`config.mk`:
```
export PLATFORM = sky130hd
export DESIGN_NAME = stack_ptr_unit
export DESIGN_NICKNAME = d
export VERILOG_FILES = /design/src/rtl/stack_ptr_unit.sv
export SDC_FILE = /design/constraint.sdc
export NUM_CORES = 1
export LEC_CHECK = 0
export CAP_MARGIN = 25
export CORE_ASPECT_RATIO = 2
export CORE_MARGIN = 2
export CORE_UTILIZATION = 46
export DETAILED_ROUTE_END_ITERATION = 10
export PLACE_DENSITY = 0.76
export REMOVE_ABC_BUFFERS = 1
export SLEW_MARGIN = 5
export SYNTH_ARGS = -nofsm -noshare
export SYNTH_HDL_FRONTEND = slang
export SYNTH_SLANG_ARGS = --single-unit
```
`constraint.sdc`:
```
create_clock -name clk -period 3.7 [get_ports clk]
set_input_delay 0.37 -clock clk [delete_from_list [all_inputs] [get_ports clk]]
set_output_delay 0.37 -clock clk [all_outputs]
set_load 0.01 [all_outputs]
```
`src/rtl/stack_ptr_unit.sv`:
```
// Stack-pointer unit: SP register with push/pop/load, bounds checks, sticky faults and a RUN/FAULT FSM.
// Optional low-water-mark tracking is enabled by defining STACK_WATERMARK_EN.
module stack_ptr_unit #(
    parameter int               WIDTH     = 16,
    parameter logic [WIDTH-1:0] RESET_VAL = {WIDTH{1'b1}},
    parameter logic [WIDTH-1:0] LIMIT     = WIDTH'(16'hFF00),
    parameter logic [WIDTH-1:0] STEP      = WIDTH'(1)
) (
    input  logic             clk,
    input  logic             reset,
`ifdef STACK_WATERMARK_EN
    input  logic             wm_clr,
    output logic [WIDTH-1:0] watermark,
`endif
    input  logic             push,
    input  logic             pop,
    input  logic             load,
    input  logic [WIDTH-1:0] load_val,
    input  logic             clr_fault,
    output logic [WIDTH-1:0] sp,
    output logic             empty,
    output logic             full,
    output logic             overflow,
    output logic             underflow,
    output logic             load_err,
    output logic             fault
);

    typedef enum logic {
        RUN   = 1'b0,
        FAULT = 1'b1
    } state_t;

    state_t           state;
    state_t           state_next;
    logic [WIDTH-1:0] sp_next;
    logic             overflow_next;
    logic             underflow_next;
    logic             load_err_next;
    logic [WIDTH-1:0] room_below;
    logic [WIDTH-1:0] room_above;
    logic             load_ok;

    // Bounds are checked on differences so sp can never wrap past either end.
    assign room_below = sp - LIMIT;
    assign room_above = RESET_VAL - sp;
    assign load_ok    = (load_val - LIMIT) <= (RESET_VAL - LIMIT);

    assign empty = (sp == RESET_VAL);
    assign full  = (room_below < STEP);
    assign fault = (state == FAULT);

    always_comb begin
        sp_next        = sp;
        overflow_next  = overflow;
        underflow_next = underflow;
        load_err_next  = load_err;
        state_next     = state;

        if (clr_fault) begin
            overflow_next  = 1'b0;
            underflow_next = 1'b0;
            load_err_next  = 1'b0;
            state_next     = RUN;
        end else if (load) begin
            if (load_ok) begin
                sp_next = load_val;
            end else begin
                load_err_next = 1'b1;
                state_next    = FAULT;
            end
        end else if (state == RUN && push && !pop) begin
            if (full) begin
                overflow_next = 1'b1;
                state_next    = FAULT;
            end else begin
                sp_next = sp - STEP;
            end
        end else if (state == RUN && pop && !push) begin
            if (room_above < STEP) begin
                underflow_next = 1'b1;
                state_next     = FAULT;
            end else begin
                sp_next = sp + STEP;
            end
        end
    end

    always_ff @(posedge clk) begin
        if (reset) begin
            sp        <= RESET_VAL;
            overflow  <= 1'b0;
            underflow <= 1'b0;
            load_err  <= 1'b0;
            state     <= RUN;
        end else begin
            sp        <= sp_next;
            overflow  <= overflow_next;
            underflow <= underflow_next;
            load_err  <= load_err_next;
            state     <= state_next;
        end
    end

`ifdef STACK_WATERMARK_EN
    // Tracks the registered sp, so the mark trails sp by one cycle.
    always_ff @(posedge clk) begin
        if (reset) begin
            watermark <= RESET_VAL;
        end else if (wm_clr) begin
            watermark <= sp;
        end else if (sp < watermark) begin
            watermark <= sp;
        end
    end
`endif

endmodule

```
Word level (Yosys, flattened, before mapping)
Index checks and enable logic that the tools add are counted.
{ "word_totals": {"regBits": 20, "out_inout_bits": 22, "word_cells": 50} }
{ "op_classes": {"add_sub_neg": 5, "n_lt_le_gt_ge": 3, "n_eq_ne": 6, "n_mux": 12, "bitwise_logic": 5, "n_reduce_logical": 14} }
{ "ops": {"columns": ["cell", "count"], "rows": [
  ["16-bit two-way mux", 6],
  ["16-bit by 1-bit < comparator with 1-bit output (second input constant)", 2],
  ["16-bit subtractor (second input constant)", 2],
  ["16-bit by 1-bit adder with 16-bit output (second input constant)", 1],
  ["16-bit == test (second input constant)", 1],
  ["16-bit by 8-bit less-or-equal comparator with 1-bit output (second input constant)", 1],
  ["16-bit by 1-bit subtractor with 16-bit output (second input constant)", 1],
  ["16-bit subtractor (first input constant)", 1],
  ["3-bit inequality test (second input constant)", 3],
  ["4-bit AND reduction", 2],
  ["1-bit two-way mux", 6],
  ["3-bit nonzero test", 2],
  ["1-bit NOT", 5],
  ["5-bit AND reduction", 1],
  ["1-bit logical AND", 4],
  ["3-bit AND reduction", 1],
  ["1-bit logical NOT", 2],
  ["2-bit by 1-bit inequality test with 1-bit output (second input constant)", 1],
  ["2-bit inequality test (second input constant)", 1],
  ["2-bit AND reduction", 1],
  ["2-bit OR reduction", 1]
]} }

Logic depth before layout (Yosys ltp)
{ "depth": {"ltp_word": 6, "ltp_mapped": 8, "ltp_nobuf": 8} }

Worst setup path after synthesis
Ideal clock, no wire load.
{ "synth_path": {"kind": "register to register", "startpoint": "register state (netlist: fault)", "endpoint": "register sp[15]", "arrival_time_ns": 2.594, "required_time_ns": 3.628, "setup_slack_ns": 1.034, "stages_incl_launch_ff": 9, "n_path_buf": 0, "period_less_slack_ns": 2.666, "path_cell_list": "dfxtp_1 nor3b_4 ha_1 a211oi_1 o21ai_0 a31o_2 and3_1 a211oi_1 mux2i_1"} }
{ "synth_via": {"elab_chain_cells": 5, "elab_cells_between_ends": 11, "cone_classes": "eq/ne (2); mux (2); bitwise (1); reduce/logical (6)"} }
{ "synth_lines": {"columns": ["element", "line", "rtl"], "rows": [
  ["start, declared", "34", "state_t state;"],
  ["start signal, assigned", "101", "state <= state_next;"],
  ["1-bit NOT *", "72, 79", null],
  ["1-bit logical AND (on tied branches) (2 in series)", "72, 79", null],
  ["3-bit inequality test (no line), or another cell as far along", null, null],
  ["5-bit AND reduction (no line) / 16-bit two-way mux (equally long branches)", null, null],
  ["end signal, assigned", "97", "sp <= sp_next;"],
  ["end, declared", "20", "output logic [WIDTH-1:0] sp,"]
]} }
Every way passes the cells marked *; elsewhere a longest branch is shown, timed or not.
A chain may end at the register's enable or synchronous reset.

Final worst setup path
{ "layout_path": {"startpoint": "input port push", "endpoint": "register sp[15]"} }
{ "layout_via": {"elab_chain_cells": 4, "elab_cells_between_ends": 10, "cone_classes": "eq/ne (2); mux (2); reduce/logical (6)"} }
{ "layout_lines": {"columns": ["element", "line", "rtl"], "rows": [
  ["start, declared", "15", "input logic push,"],
  ["1-bit logical AND / 1-bit logical NOT (equally long branches)", "72, 79", null],
  ["1-bit logical AND (on tied branches)", "72, 79", null],
  ["3-bit inequality test (no line), or another cell as far along", null, null],
  ["5-bit AND reduction (no line) / 16-bit two-way mux (equally long branches)", null, null]
]} }
Several ways; a longest one is shown, not always the timed one.

==> results.yml <==
outcome:
  status: "finished clean"
placement:
  postPlaceCellArea_sq_um: 2150
  io_buffers: 43
  dp_hpwl_um: 3420
  gp_congestion: 1.03
route:
  drtPass1Iterations: 4
  drc: 0
  via_per_inst: 5.89
  wl_um: 4420
  post_drt_wl_per_cell_um: 15.0
  drtIter0Drc: 47
  vias: 1733
  ant_nets: 0
worst_setup_path:
  criticalPathCategory: "input port to register"
  r2r_slack_ps: 1020
  crit_path_start_kind: "input port"
  slowest_stage: "clkdlybuf4s50_1"
  path_delay_family: "compound AO/OA/AOI/OAI gates"
  critPathBufInv: 1
  rr_endpoint: "sp[15]"
  r2r-start: "fault"
  worstPathRequired_ps: 3890
  worstSetupStartpoint: "push"
  cp.arrival_ps: 3110
  reg2reg_depth: 8
  critPathMostFrequentCell: "a211oi_1"
  crit_fanout: 7
  max_stage_delay_ps: 510
  setup.worst_path.end_class: "register"
  cp_cell_sequence: "clkdlybuf4s50_1 -> nor3b_4 -> ha_1 -> a211oi_1 -> o21ai_0 -> a31o_2 -> and3_1 -> a211oi_1 -> mux2i_1"
min_path:
  hold_class: "register to register"
  worstHoldStart: "load_err"
  hold_end: "load_err"
  hold_depth: 2
final_layout:
  final_net_count: 284
  diodes: 0
  syn2layout_area_growth_pct: 31.3
  fin_util: 0.621
  stdcell_area_sq_um: 2190
  layout-drive-gt1-share: 0.0571
yosys:
  yosys_warnings: 0
  synth_area_leaders: "dfxtp_1 (24%), ha_1 (10%), nor2_1 (5.8%), xnor2_1 (5.2%), a21o_1 (4.5%)"
  ys_seq_area_frac: 0.240
  syn_inst: 202
  yosysTopAreaCellShare: 0.240
  avgSynthCellArea_sq_um: 8.26
  yosysTopAreaCell: "dfxtp_1"
  synth_common_cells: "nor2_1 (26), dfxtp_1 (20), ha_1 (14)"
  synth_edf_count: 0
  synth.ff_latch_count: 20
  synthArstFlopShare: 0
  synthMostInstantiatedCell: "nor2_1"
  ys_types: 43
  synth_flop_cell: "dfxtp_1"
  synthesis.area_sq_um: 1670
cts:
  clk_path_buf_depth: 2
  post_cts_buffers: 0
  cts_tree: "done"
  cts_resized: 0
  clkTransAtPathRegs_ps: 70
  cts.sinks: 20
  clk-insertion-delay-late_ps: 250
  cts_made_buffers: 3
  holdBufCountCts: 0
  cts_root_buf: "clkbuf_8"
  cts-htree-levels: 1
power_and_ir_drop:
  seqPwrFrac: 0.324
  p_switching_uw: 290
  p_int_uw: 494
  sw_frac_of_total: 0.370
  power_frac_comb: 0.493
  ir_drop_v: 0.000233
  power_frac_clock: 0.183
  leakage_uw: 0.000875
  p_per_area_nw_per_um2: 358
timing:
  worst_pin_slew_ps: 528
  setup_viol: 0
  timing.final.max_slew_violations: 0
  fin_tns_setup_ps: 0
  max-slew-margin-rel: 0.644
  rsz0062_at_grt: "no"
  clock_skew_ps: 1.47
  fmax_mhz: 342
  period_needed_ps: 2930
  hold_viol: 0
  fin_crit_sh: 0.791
global_routing:
  gr-total-overflow: 0
  grt_pass1_wl_um: 7470
  first_global_vias: 1688
  track_usage: 0.237
  antenna_found_initial: 0
  grt_max_degree: 21
floorplan:
  fp.dieArea_sq_um: 4160
  fp-row-count: 31
  die_w_um: 46.6
  core_area_sq_um: 3530
  initial_core_util: 0.473
  num_io_pins: 44
  die-height_um: 89.2
flow_run:
  maxCapViolations: 0
==> cell usage in the layout, fill, tap and decap left out, types with 2 or more instances in the layout <==
cell type	n
a21oi_1	13
nand2b_1	2
a211oi_1	6
ha_1	14
a21o_1	10
mux2i_1	4
clkdlybuf4s50_1	43
o21ai_0	12
a211o_1	6
xor2_1	3
o2bb2ai_1	2
a22oi_1	3
nor3_1	8
o21bai_1	3
nor2_1	26
buf_4	4
clkbuf_8	3
inv_1	6
nand2_1	8
a32oi_1	4
and3_1	2
xnor2_1	10
a31oi_1	6
dfxtp_1	20
nand4_1	9
==> power by group through the flow <==
stage,registers [uW],logic [uW],clock network (uW)
after floorplan,262,251,0
after global placement,259,375,0
after detailed placement,259,381,0
after CTS,254,384,150
after global routing,257,429,154
final,254,387,143
==> metrics by stage <==
stage	setup WS, ps	power (uW)	std cells	hold slack, ps
3_5_place_dp	544	640	291	448
4_1_cts	793	787	294	463
3_3_place_gp	621	634	291	441
6_report	774	784	294	460
5_1_grt	548	840	294	479
2_1_floorplan	1030	513	195	443
==> per-layer routing <==
metal | GRT usage | share of wire
met5 | 0 | 0
met4 | 0.0597 | 0.015
met3 | 0.0263 | 0.035
met2 | 0.426 | 0.53
met1 | 0.286 | 0.42
==> cell families after synthesis <==
logic type / Yosys count / share of synthesized area
and+or+nand+nor: 65 / 0.219
xor gates and xnor gates: 13 / 0.0682
muxes: 4 / 0.0240
buffers and inverters: 13 / 0.0382
adders and majority gates: 15 / 0.117
AOI/OAI and AO/OA: 72 / 0.294
DFF: 20 / 0.240
==> worst max-delay path by stage <==
stage / endpoint / cells after the start
after floorplan: sp[15] / 8
after global placement: sp[8] / 9
after detailed placement: sp[15] / 9
after CTS: sp[15] / 9
after global routing: sp[12] / 10
final: sp[15] / 9
==> worst min-delay path, delay by kind of cell, from the launching register on <==
kind,cells,cell delay (ps)
buffers and inverters,1,50
AO/OA/AOI/OAI,1,50
flip-flops,1,310
==> flip-flops by register name, summed over array words and instances, names as in the netlist <==
register	flops
underflow	1
sp	16
fault	1
overflow	1
load_err	1
==> area by class of cell <==
type / instances / area [sq um]
inverters: 6 / 22.5
flip-flops and latches: 20 / 400
fillers: 323 / 1340
repair buffers: 47 / 460
multi-input cells: 169 / 1200
well taps: 49 / 61.3
clock buffers: 3 / 41.3
Note: power is estimated with default switching activity, not from simulation.
